### src/rtl/adc_spi_ctrl.sv
// adc_spi_ctrl: timing master for the serial ADC link.
// Generates an active-low chip select and an idle-high serial clock framing
// NUM_SCLK sclk rising edges per conversion. One frame is started per trigger.
// The trigger comes from an internal sample-rate timer, or from a synchronised
// external trigger when ADC_SPI_CTRL_EXT_TRIG_EN is defined.
// Ports:
//   clk        in   system clock
//   rst        in   asynchronous active-high reset
//   enable     in   1 = trigger source active; 0 = timer held at reload / ext_trig ignored
//   ext_trig   in   external trigger (only with ADC_SPI_CTRL_EXT_TRIG_EN)
//   cs_adc     out  ADC chip select, active low
//   sclk_adc   out  ADC serial clock, idles high
//   busy       out  high while a frame (including quiet time) is in progress
//   frame_done out  one-cycle pulse at the end of each frame
//   overrun    out  one-cycle pulse when a trigger arrives while busy
module adc_spi_ctrl #(
  parameter int CLK_DIV       = 2,
  parameter int NUM_SCLK      = 16,
  parameter int QUIET_CYC     = 4,
  parameter int SAMPLE_PERIOD = 1000,
  parameter int TMR_W         = 16
) (
  input  logic clk,
  input  logic rst,
  input  logic enable,
`ifdef ADC_SPI_CTRL_EXT_TRIG_EN
  input  logic ext_trig,
`endif
  output logic cs_adc,
  output logic sclk_adc,
  output logic busy,
  output logic frame_done,
  output logic overrun
);

  localparam int EDGE_W  = $clog2(NUM_SCLK + 1);
  localparam int DIV_MAX = (CLK_DIV > QUIET_CYC) ? CLK_DIV : QUIET_CYC;
  localparam int DIV_W   = (DIV_MAX > 1) ? $clog2(DIV_MAX) : 1;

  localparam logic [DIV_W-1:0]  DIV_LAST   = DIV_W'(CLK_DIV - 1);
  localparam logic [DIV_W-1:0]  QUIET_LAST = DIV_W'(QUIET_CYC - 1);
  localparam logic [EDGE_W-1:0] EDGE_LAST  = EDGE_W'(NUM_SCLK);

  typedef enum logic [1:0] {IDLE, SETUP, SHIFT, QUIET} state_t;

  state_t             state_q, state_d;
  logic [DIV_W-1:0]   div_q, div_d;
  logic [EDGE_W-1:0]  edge_q, edge_d;
  logic               cs_q, cs_d;
  logic               sclk_q, sclk_d;
  logic               busy_q, busy_d;
  logic               done_q, done_d;
  logic               ovr_q, ovr_d;
  logic               tick;

`ifdef ADC_SPI_CTRL_EXT_TRIG_EN
  // Two flops synchronise ext_trig; the third holds the previous synchronised
  // value for rising-edge detection.
  logic [2:0] sync_q;

  always_ff @(posedge clk or posedge rst) begin
    if (rst) sync_q <= '0;
    else     sync_q <= {sync_q[1:0], ext_trig};
  end

  always_comb tick = enable & sync_q[1] & ~sync_q[2];
`else
  localparam logic [TMR_W-1:0] TMR_RELOAD = TMR_W'(SAMPLE_PERIOD - 1);

  logic [TMR_W-1:0] tmr_q, tmr_d;

  always_comb begin
    tick  = 1'b0;
    tmr_d = tmr_q;
    if (!enable) begin
      tmr_d = TMR_RELOAD;
    end else if (tmr_q == '0) begin
      tmr_d = TMR_RELOAD;
      tick  = 1'b1;
    end else begin
      tmr_d = tmr_q - 1'b1;
    end
  end

  always_ff @(posedge clk or posedge rst) begin
    if (rst) tmr_q <= TMR_RELOAD;
    else     tmr_q <= tmr_d;
  end
`endif

  always_ff @(posedge clk or posedge rst) begin
    if (rst) begin
      state_q <= IDLE;
      div_q   <= '0;
      edge_q  <= '0;
      cs_q    <= 1'b1;
      sclk_q  <= 1'b1;
      busy_q  <= 1'b0;
      done_q  <= 1'b0;
      ovr_q   <= 1'b0;
    end else begin
      state_q <= state_d;
      div_q   <= div_d;
      edge_q  <= edge_d;
      cs_q    <= cs_d;
      sclk_q  <= sclk_d;
      busy_q  <= busy_d;
      done_q  <= done_d;
      ovr_q   <= ovr_d;
    end
  end

  always_comb begin
    state_d = state_q;
    div_d   = div_q;
    edge_d  = edge_q;
    sclk_d  = sclk_q;
    case (state_q)
      IDLE: begin
        sclk_d = 1'b1;
        if (tick) begin
          state_d = SETUP;
          div_d   = '0;
          edge_d  = '0;
        end
      end
      SETUP: begin
        if (div_q == DIV_LAST) begin
          state_d = SHIFT;
          div_d   = '0;
          sclk_d  = 1'b0;
        end else begin
          div_d = div_q + 1'b1;
        end
      end
      SHIFT: begin
        if (div_q == DIV_LAST) begin
          div_d = '0;
          if (!sclk_q) begin
            sclk_d = 1'b1;
            edge_d = edge_q + 1'b1;
          end else if (edge_q == EDGE_LAST) begin
            // Last high half-period finished: leave with sclk still high.
            state_d = QUIET;
          end else begin
            sclk_d = 1'b0;
          end
        end else begin
          div_d = div_q + 1'b1;
        end
      end
      QUIET: begin
        sclk_d = 1'b1;
        if (div_q == QUIET_LAST) begin
          state_d = IDLE;
          div_d   = '0;
        end else begin
          div_d = div_q + 1'b1;
        end
      end
      default: state_d = IDLE;
    endcase

    // Outputs are decoded from the next state so they register alongside it.
    cs_d   = !((state_d == SETUP) || (state_d == SHIFT));
    busy_d = (state_d != IDLE);
    done_d = (state_q == SHIFT) && (state_d == QUIET);
    // Any trigger outside IDLE (including the QUIET->IDLE cycle) is dropped.
    ovr_d  = tick && (state_q != IDLE);
  end

  assign cs_adc     = cs_q;
  assign sclk_adc   = sclk_q;
  assign busy       = busy_q;
  assign frame_done = done_q;
  assign overrun    = ovr_q;

endmodule

### config.mk
export PLATFORM = sky130hd
export DESIGN_NAME = adc_spi_ctrl
export DESIGN_NICKNAME = d
export VERILOG_FILES = /design/src/rtl/adc_spi_ctrl.sv
export SDC_FILE = /design/constraint.sdc
export NUM_CORES = 1
export LEC_CHECK = 0
export BUFFER_PORTS_ARGS = -buffer_cell sky130_fd_sc_hd__buf_2
export CAP_MARGIN = 20
export CORE_ASPECT_RATIO = 0.8
export CORE_MARGIN = 8
export CORE_UTILIZATION = 30
export DETAILED_ROUTE_END_ITERATION = 10
export HOLD_SLACK_MARGIN = 0.12
export PLACE_DENSITY = 0.52
export SYNTH_ARGS = -nofsm -noshare
export SYNTH_HDL_FRONTEND = slang
export SYNTH_SLANG_ARGS = --single-unit
### constraint.sdc
create_clock -name clk -period 2.7 [get_ports clk]
set_input_delay 0.54 -clock clk [delete_from_list [all_inputs] [get_ports clk]]
set_output_delay 0.54 -clock clk [all_outputs]
set_load 0.02 [all_outputs]
==> results of run 1 <==
==> final cells by class <==
class                   instances  area (um2)  area share
clock buffers                   7        86.3      0.0429
clock inverters                 1        30.0      0.0149
inverters                      15        56.3      0.0280
multi-input cells             120         912       0.453
flip-flops and latches         30         763       0.379
well taps                      81         101      0.0503
repair buffers                 11        65.1      0.0323
==> layer usage <==
metal  up-vias  track usage  share of wire
met3         8       0.0322          0.039
met5         -            0              0
li1        632            -              -
met4         0       0.0486          0.022
met1       603        0.122           0.52
met2        11        0.124           0.41
==> power by group <==
group / internal, uW / switching, uW / total (uW)
logic: 11.7 / 23.5 / 35.2
clock network: 301 / 178 / 479
registers: 457 / 4.24 / 461
==> sequential cells by signal, indices dropped and copies added, names as in the netlist <==
name and flops:
busy 1, frame_done 1, sclk_adc 1, div_q 2, cs_adc 1, edge_q 5
overrun 1, state_q 2, tmr_q 16
==> path summary, 6_finish.rpt <==
check	start	endpoint	slack, ps	cells after the start
setup / recovery	tmr_q[0]$_DFF_PP1_	frame_done$_DFF_PP0_	590	8
hold / removal	rst	tmr_q[11]$_DFF_PP0_	430	2
setup reg to reg	tmr_q[0]$_DFF_PP1_	frame_done$_DFF_PP0_	590	8
hold reg to reg	tmr_q[0]$_DFF_PP1_	tmr_q[0]$_DFF_PP1_	470	1
max in group asynchronous	rst	tmr_q[0]$_DFF_PP1_	1540	3
min in group clk	enable	tmr_q[8]$_DFF_PP1_	450	2
==> stage by stage <==
stage | hold slack (ps) | total power, uW | worst slack [ps] | utilization
4_1_cts | 451 | 993 | 554 | 0.348
3_5_place_dp | 456 | 505 | 501 | 0.328
3_3_place_gp | 452 | 505 | 513 | 0.328
2_1_floorplan | 436 | 492 | 694 | -
5_1_grt | 466 | 1010 | 414 | 0.348
6_report | 426 | 975 | 589 | 0.348
==> synthesized netlist by cell type, types with 2 or more instances <==
master / n
mux2i_1: 3
o2bb2ai_1: 2
dfrtp_1: 20
or3_2: 3
nand4_1: 3
xnor2_1: 3
a31oi_1: 2
a21oi_1: 6
nor2b_1: 4
o21ai_0: 3
o41ai_1: 6
ha_1: 12
nor3_1: 3
nor2_1: 14
nand2_1: 15
nor4bb_1: 2
o31ai_1: 2
xor2_1: 7
dfstp_2: 10
o21a_1: 3
inv_1: 15
nor4_4: 2
clkbuf_1: 2
nand3_1: 5
==> worst max-delay path, stage by stage (launching register included) <==
cell and delay (ps):
dfstp_2 550, inv_1 50, ha_1 220, nor2b_1 170, nand3_4 130, o21a_1 340, o21ai_0 180, ha_1 220
and2_1 140
==> logic make-up after synthesis <==
| group | after synthesis | synth area share |
|---|---|---|
| simple gates | 60 | 0.219 |
| buf+inv | 18 | 0.0429 |
| compound gates | 35 | 0.149 |
| mux | 3 | 0.0172 |
| flops | 30 | 0.436 |
| xor+xnor | 10 | 0.0500 |
| fa+ha+maj | 12 | 0.0858 |
==> metrics.md, run 1 <==
| Metric | Value |
|---|---|
| Vias in the first global route | `1255` |
| Asr flop ratio synth | `1.00` |
| # rows | `25` |
| DRC errors left | `0` |
| Hold Buf Count CTS | `0` |
| Die Y | `approximately 84 um` |
| Die area | `between 8000 and 9000 um2` |
| Port Buf Inserts | `7` |
| CTS Buf Count | `5` |
| Most common cell after layout, fill and taps aside | `dfrtp_1` |
| Synth cell types | `45` |
| Clock Tree Buf Depth | `2` |
| Commonest cells after routing, fill and taps aside | `20 x dfrtp_1, 15 x inv_1, 15 x nand2_1` |
| Cells after synthesis | `about 170` |
| Seq/Total Area, Yosys | `0.436` |
| CP endpoint kind | `flip-flop` |
| Total vias in the final route | `1254` |
| Ys Warns | `0` |
| Max cap viols | `0` |
| Clock skew | `8.94 ps` |
| Initial antenna violation count | `0` |
| Startpoint types | `flip-flop` |
| Setup violators final | `0` |
| Root Buffer | `clkbuf_8` |
| Worst skew pair latency | `about 290 ps` |
| GRT overflow | `0` |
| Wire per inst | `about 13 um` |
| Layout cells sized above 1 | `0.217` |
| Vias/cell | `roughly 4.7` |
| Post-DP HPWL | `approximately 2500 um` |
| DR iter-0 viols | `37` |
| GRT Resource Usage Total | `0.0913` |
| Max FO, Critical Path | `9` |
| RSZ-0062 raised after global routing | `false` |
| Status | `finished clean` |
| Dominant cells by area after synthesis | `dfrtp_1 29%, dfstp_2 15%, ha_1 8.6%` |
| Final net count | `roughly 200` |
| Routed WL | `3500 um` |
| Post-layout minimum cycle time | `2110 ps` |
| Clk sink count | `30` |
| Syn Area/Cell | `roughly 10 um2` |
| Top FF cell, synth | `dfrtp_1` |
| Setup bufs post-CTS | `0` |
| Synth Net Count | `183` |
| P per Cell Area | `484 nW/um2` |
| Hold Vio Cnt, Final | `0` |
| Worst ir drop on vdd | `roughly 150 uV` |
| Arrival @ worst endpoint | `2290 ps` |
| Diode count | `0` |
| Placeable Area | `between 5000 and 6000 um2` |
| Design Area, Final | `approximately 2000 um2` |
| Htree depth | `2` |
| I/O Pins | `8` |
| Fillers | `601` |
| Placement Cell Area | `1900 um2` |
| DR pass1 iterations | `4` |
| Synth Register Bits | `30` |
| Final Max Tran Viols | `0` |
| Mapped Area | `between 1500 and 2000 um2` |
| Placed cell count | `approximately 260` |
| Fmax | `~470 MHz` |
| CTS tree | `built` |
| Final setup TNS | `0 ps` |
| Antenna Violating Nets Remaining | `0` |
| Cts repair resizes | `0` |
| Slew margin rel. | `0.410` |
| Area share of the largest cell type after synthesis | `0.286` |
| CP required | `2880 ps` |
| First-pass GRT wire length | `between 6000 and 7000 um` |
| Slew @ Worst Pin | `between 800 and 900 ps` |
| Largest net degree at the start of global routing | `24` |
| Die Span X | `101 um` |
| P_leak | `0.000844 uW` |
| Syn-to-layout area delta | `15.1%` |
| Hold Path Class | `in2async` |
| Finished Layout Cells | `roughly 270` |
| Final RePlAce weighted congestion | `0.735` |
| Post-synth EDFFs | `0` |
| Worst-path clk slew | `approximately 70 ps` |
| Starting Density | `0.302` |
| Period utilization | `0.782` |
| Setup CP Type | `reg2reg` |
| Cell taking the most area after synthesis | `dfrtp_1` |
(Power assumes the default switching activity.)
==> run 2, diff against run 1 <==
==> constraint.sdc (replaced) <==
create_clock -name clk -period 2 [get_ports clk]
set_input_delay 0.4 -clock clk [delete_from_list [all_inputs] [get_ports clk]]
set_output_delay 0.4 -clock clk [all_outputs]
set_load 0.02 [all_outputs]
==> run 2 against run 1 <==
Net effect:
- non-clock buffer count grew 14
- combinational power grew 56%
- count of clock-buffer cells in the layout grew 1
- sequential power grew 35%
- clock skew shrank 4.3 ps
- largest cell class unchanged
==> metrics.md, run 2 (synthesis results as in run 1) <==
| Metric | Value |
|---|---|
| Clk sink count | `30 (unchanged)` |
| Placeable Area | `5790 um2 (unchanged)` |
| Max reg flops | `16 (unchanged)` |
| Critical path's largest stage delay | `570 ps (+20 ps)` |
| Worst-path cell chain | `nor4_4 > nand4b_2 > or4b_4 > a21oi_2` |
| Sw frac | `0.224 (+0.0126)` |
| Net Switching | `255 uW (+24%)` |
| Clock power frac | `0.406 (-0.085)` |
| GRT met2 Usage | `0.117 (-0.00656)` |
| Hold Vio Cnt, Final | `0 (unchanged)` |
| Part of the power in registers | `0.546 (+0.073)` |
| Fmax | `537 MHz (+13%)` |
| Most common cell after layout, fill and taps aside | `dfrtp_1` |
| Routed WL | `3520 um (+0.72%)` |
| Vias/cell | `4.64 (-1.9%)` |
| Initial antenna violation count | `0 (unchanged)` |
| Antenna Violating Nets Remaining | `0 (unchanged)` |
| First-pass GRT wire length | `6020 um (-2.1%)` |
| Placement Cell Area | `2020 um2 (+6.3%)` |
| Setup WS post-layout | `138 ps (-450 ps)` |
| CTS Buf Count | `5 (unchanged)` |
| Total vias in the final route | `1295 (+3.3%)` |
| GR peak layer | `met1` |
| Biggest register | `tmr_q` |
| Clock Tree Buf Depth | `2 (unchanged)` |
| Setup bufs post-CTS | `0 (unchanged)` |
| Syn-to-layout area delta | `20.4%` |
| Clock skew | `4.64 ps (-4.30 ps)` |
| Port Buf Inserts | `7 (unchanged)` |
| CTS tree | `built` |
| Cts repair resizes | `0 (unchanged)` |
| Layout cells sized above 1 | `0.278 (+0.0604)` |
| Final Max Tran Viols | `0 (unchanged)` |
| Final core area utilization | `0.364 (+0.0160)` |
| Setup CP Type | `reg2reg` |
| Wire per inst | `12.6 um (-4.3%)` |
| Combinational power share | `0.048 (+0.012)` |
| Starting Density | `0.302 (unchanged)` |
| Top Registers | `tmr_q: 16 flops, edge_q: 5 flops` |
| Die Y | `84.3 um (unchanged)` |
| DR pass1 iterations | `4 (unchanged)` |
| Commonest cells after routing, fill and taps aside | `20 x dfrtp_1, 17 x buf_4, 15 x inv_1, 15 x nand2_1, 14 x nor2_1` |
| Final RePlAce weighted congestion | `0.822 (+12%)` |
| GRT Resource Usage Total | `0.0897 (-0.00161)` |
| P_int | `886 uW (+15%)` |
| Status | `finished clean` |
| Worst-path clk slew | `60 ps (about the same)` |
| Largest net degree at the start of global routing | `17 (-29%)` |
| P per Cell Area | `542 nW/um2 (+12%)` |
| Final net count | `212 (+7.1%)` |
| Slew @ Worst Pin | `419 ps (-466 ps)` |
| Max FO, Critical Path | `7 (-2)` |
| I/O Pins | `8 (unchanged)` |
| P_leak | `0.000897 uW (+6.3%)` |
| Design Area, Final | `2110 um2 (+4.6%)` |
| Hold Path Class | `in2async` |
| Htree depth | `2 (unchanged)` |
| Met3 usage | `0.0207 (-0.0116)` |
| Period utilization | `0.931 (+0.149)` |
| Vias in the first global route | `1239 (-1.3%)` |
| DRC errors left | `0 (unchanged)` |
| DR iter-0 viols | `79 (+110%)` |
| Startpoint types | `flip-flop` |
| CP endpoint kind | `flip-flop` |
| GRT overflow | `0 (unchanged)` |
| Die Span X | `101 um (unchanged)` |
| Worst ir drop on vdd | `202 uV (+35%)` |
| RSZ-0062 raised after global routing | `false` |
| Final setup TNS | `0 ps (unchanged)` |
| Root Buffer | `clkbuf_8` |
| Post-DP HPWL | `2590 um (+1.7%)` |
| Hold Buf Count CTS | `0 (unchanged)` |
| Hold WS | `132 ps (-294 ps)` |
| CP required | `2210 ps (-670 ps)` |
| Worst skew pair latency | `280 ps (about the same)` |
| # rows | `25 (unchanged)` |
| Post-layout minimum cycle time | `1860 ps (-250 ps)` |
| Setup violators final | `0 (unchanged)` |
| Place WS | `35.4 ps (-466 ps)` |
| Slew margin rel. | `0.713 (+0.303)` |
| Slowest-stage cell, CP | `or4b_4` |
| Arrival @ worst endpoint | `2070 ps (-220 ps)` |
| Die area | `8550 um2 (unchanged)` |
| GRT met1 Usage | `0.127 (+0.00482)` |
| Diode count | `0 (unchanged)` |
| Max cap viols | `0 (unchanged)` |
==> run 2: critical path: cells and delay by family (launching register included) <==
| family | cells | cell delay, ps |
|---|---|---|
| AOI/OAI and AO/OA | 1 | 130 |
| and+or+nand+nor | 3 | 1260 |
| DFF | 1 | 400 |
==> run 2: power groups by stage <==
stage / logic, uW / clock network (uW) / registers [uW]
final: 54.8 / 464 / 623
after floorplan: 33.0 / 0 / 632
after detailed placement: 56.8 / 0 / 633
after CTS: 57.0 / 486 / 623
after global placement: 56.7 / 0 / 633
after global routing: 63.4 / 512 / 624
==> run 2: final timing paths <==
path / from / to / slack (ps) / depth (start not counted)
min in group clk: enable / tmr_q[1]$_DFF_PP1_ / 320 / 2
worst max-delay path: tmr_q[6]$_DFF_PP1_ / tmr_q[13]$_DFF_PP0_ / 140 / 4
worst max register to register: tmr_q[6]$_DFF_PP1_ / tmr_q[13]$_DFF_PP0_ / 140 / 4
worst min-delay path: rst / tmr_q[14]$_DFF_PP0_ / 130 / 3
max in group asynchronous: rst / cs_adc$_DFF_PP1_ / 1600 / 3
worst min register to register: tmr_q[0]$_DFF_PP1_ / tmr_q[0]$_DFF_PP1_ / 460 / 1
==> run 2: layout make-up <==
cell class,instances,area [um2]
sequential,30,763
tap,81,101
clock buffer,8,80.1
inverter,15,56.3
timing repair buffer,25,183
multi-input combinational,120,923
fill,579,3680
==> run 2: layer usage <==
layer | vias to the layer above | share of wire
li1 | 662 | -
met1 | 604 | 0.55
met2 | 23 | 0.39
met3 | 6 | 0.038
met4 | 0 | 0.022
met5 | - | 0
==> run 2: metrics by stage <==
stage | std cells | total power (uW)
after CTS | 279 | 1170
after floorplan | 168 | 665
after global routing | 279 | 1200
after detailed placement | 271 | 690
after global placement | 271 | 689
final | 279 | 1140
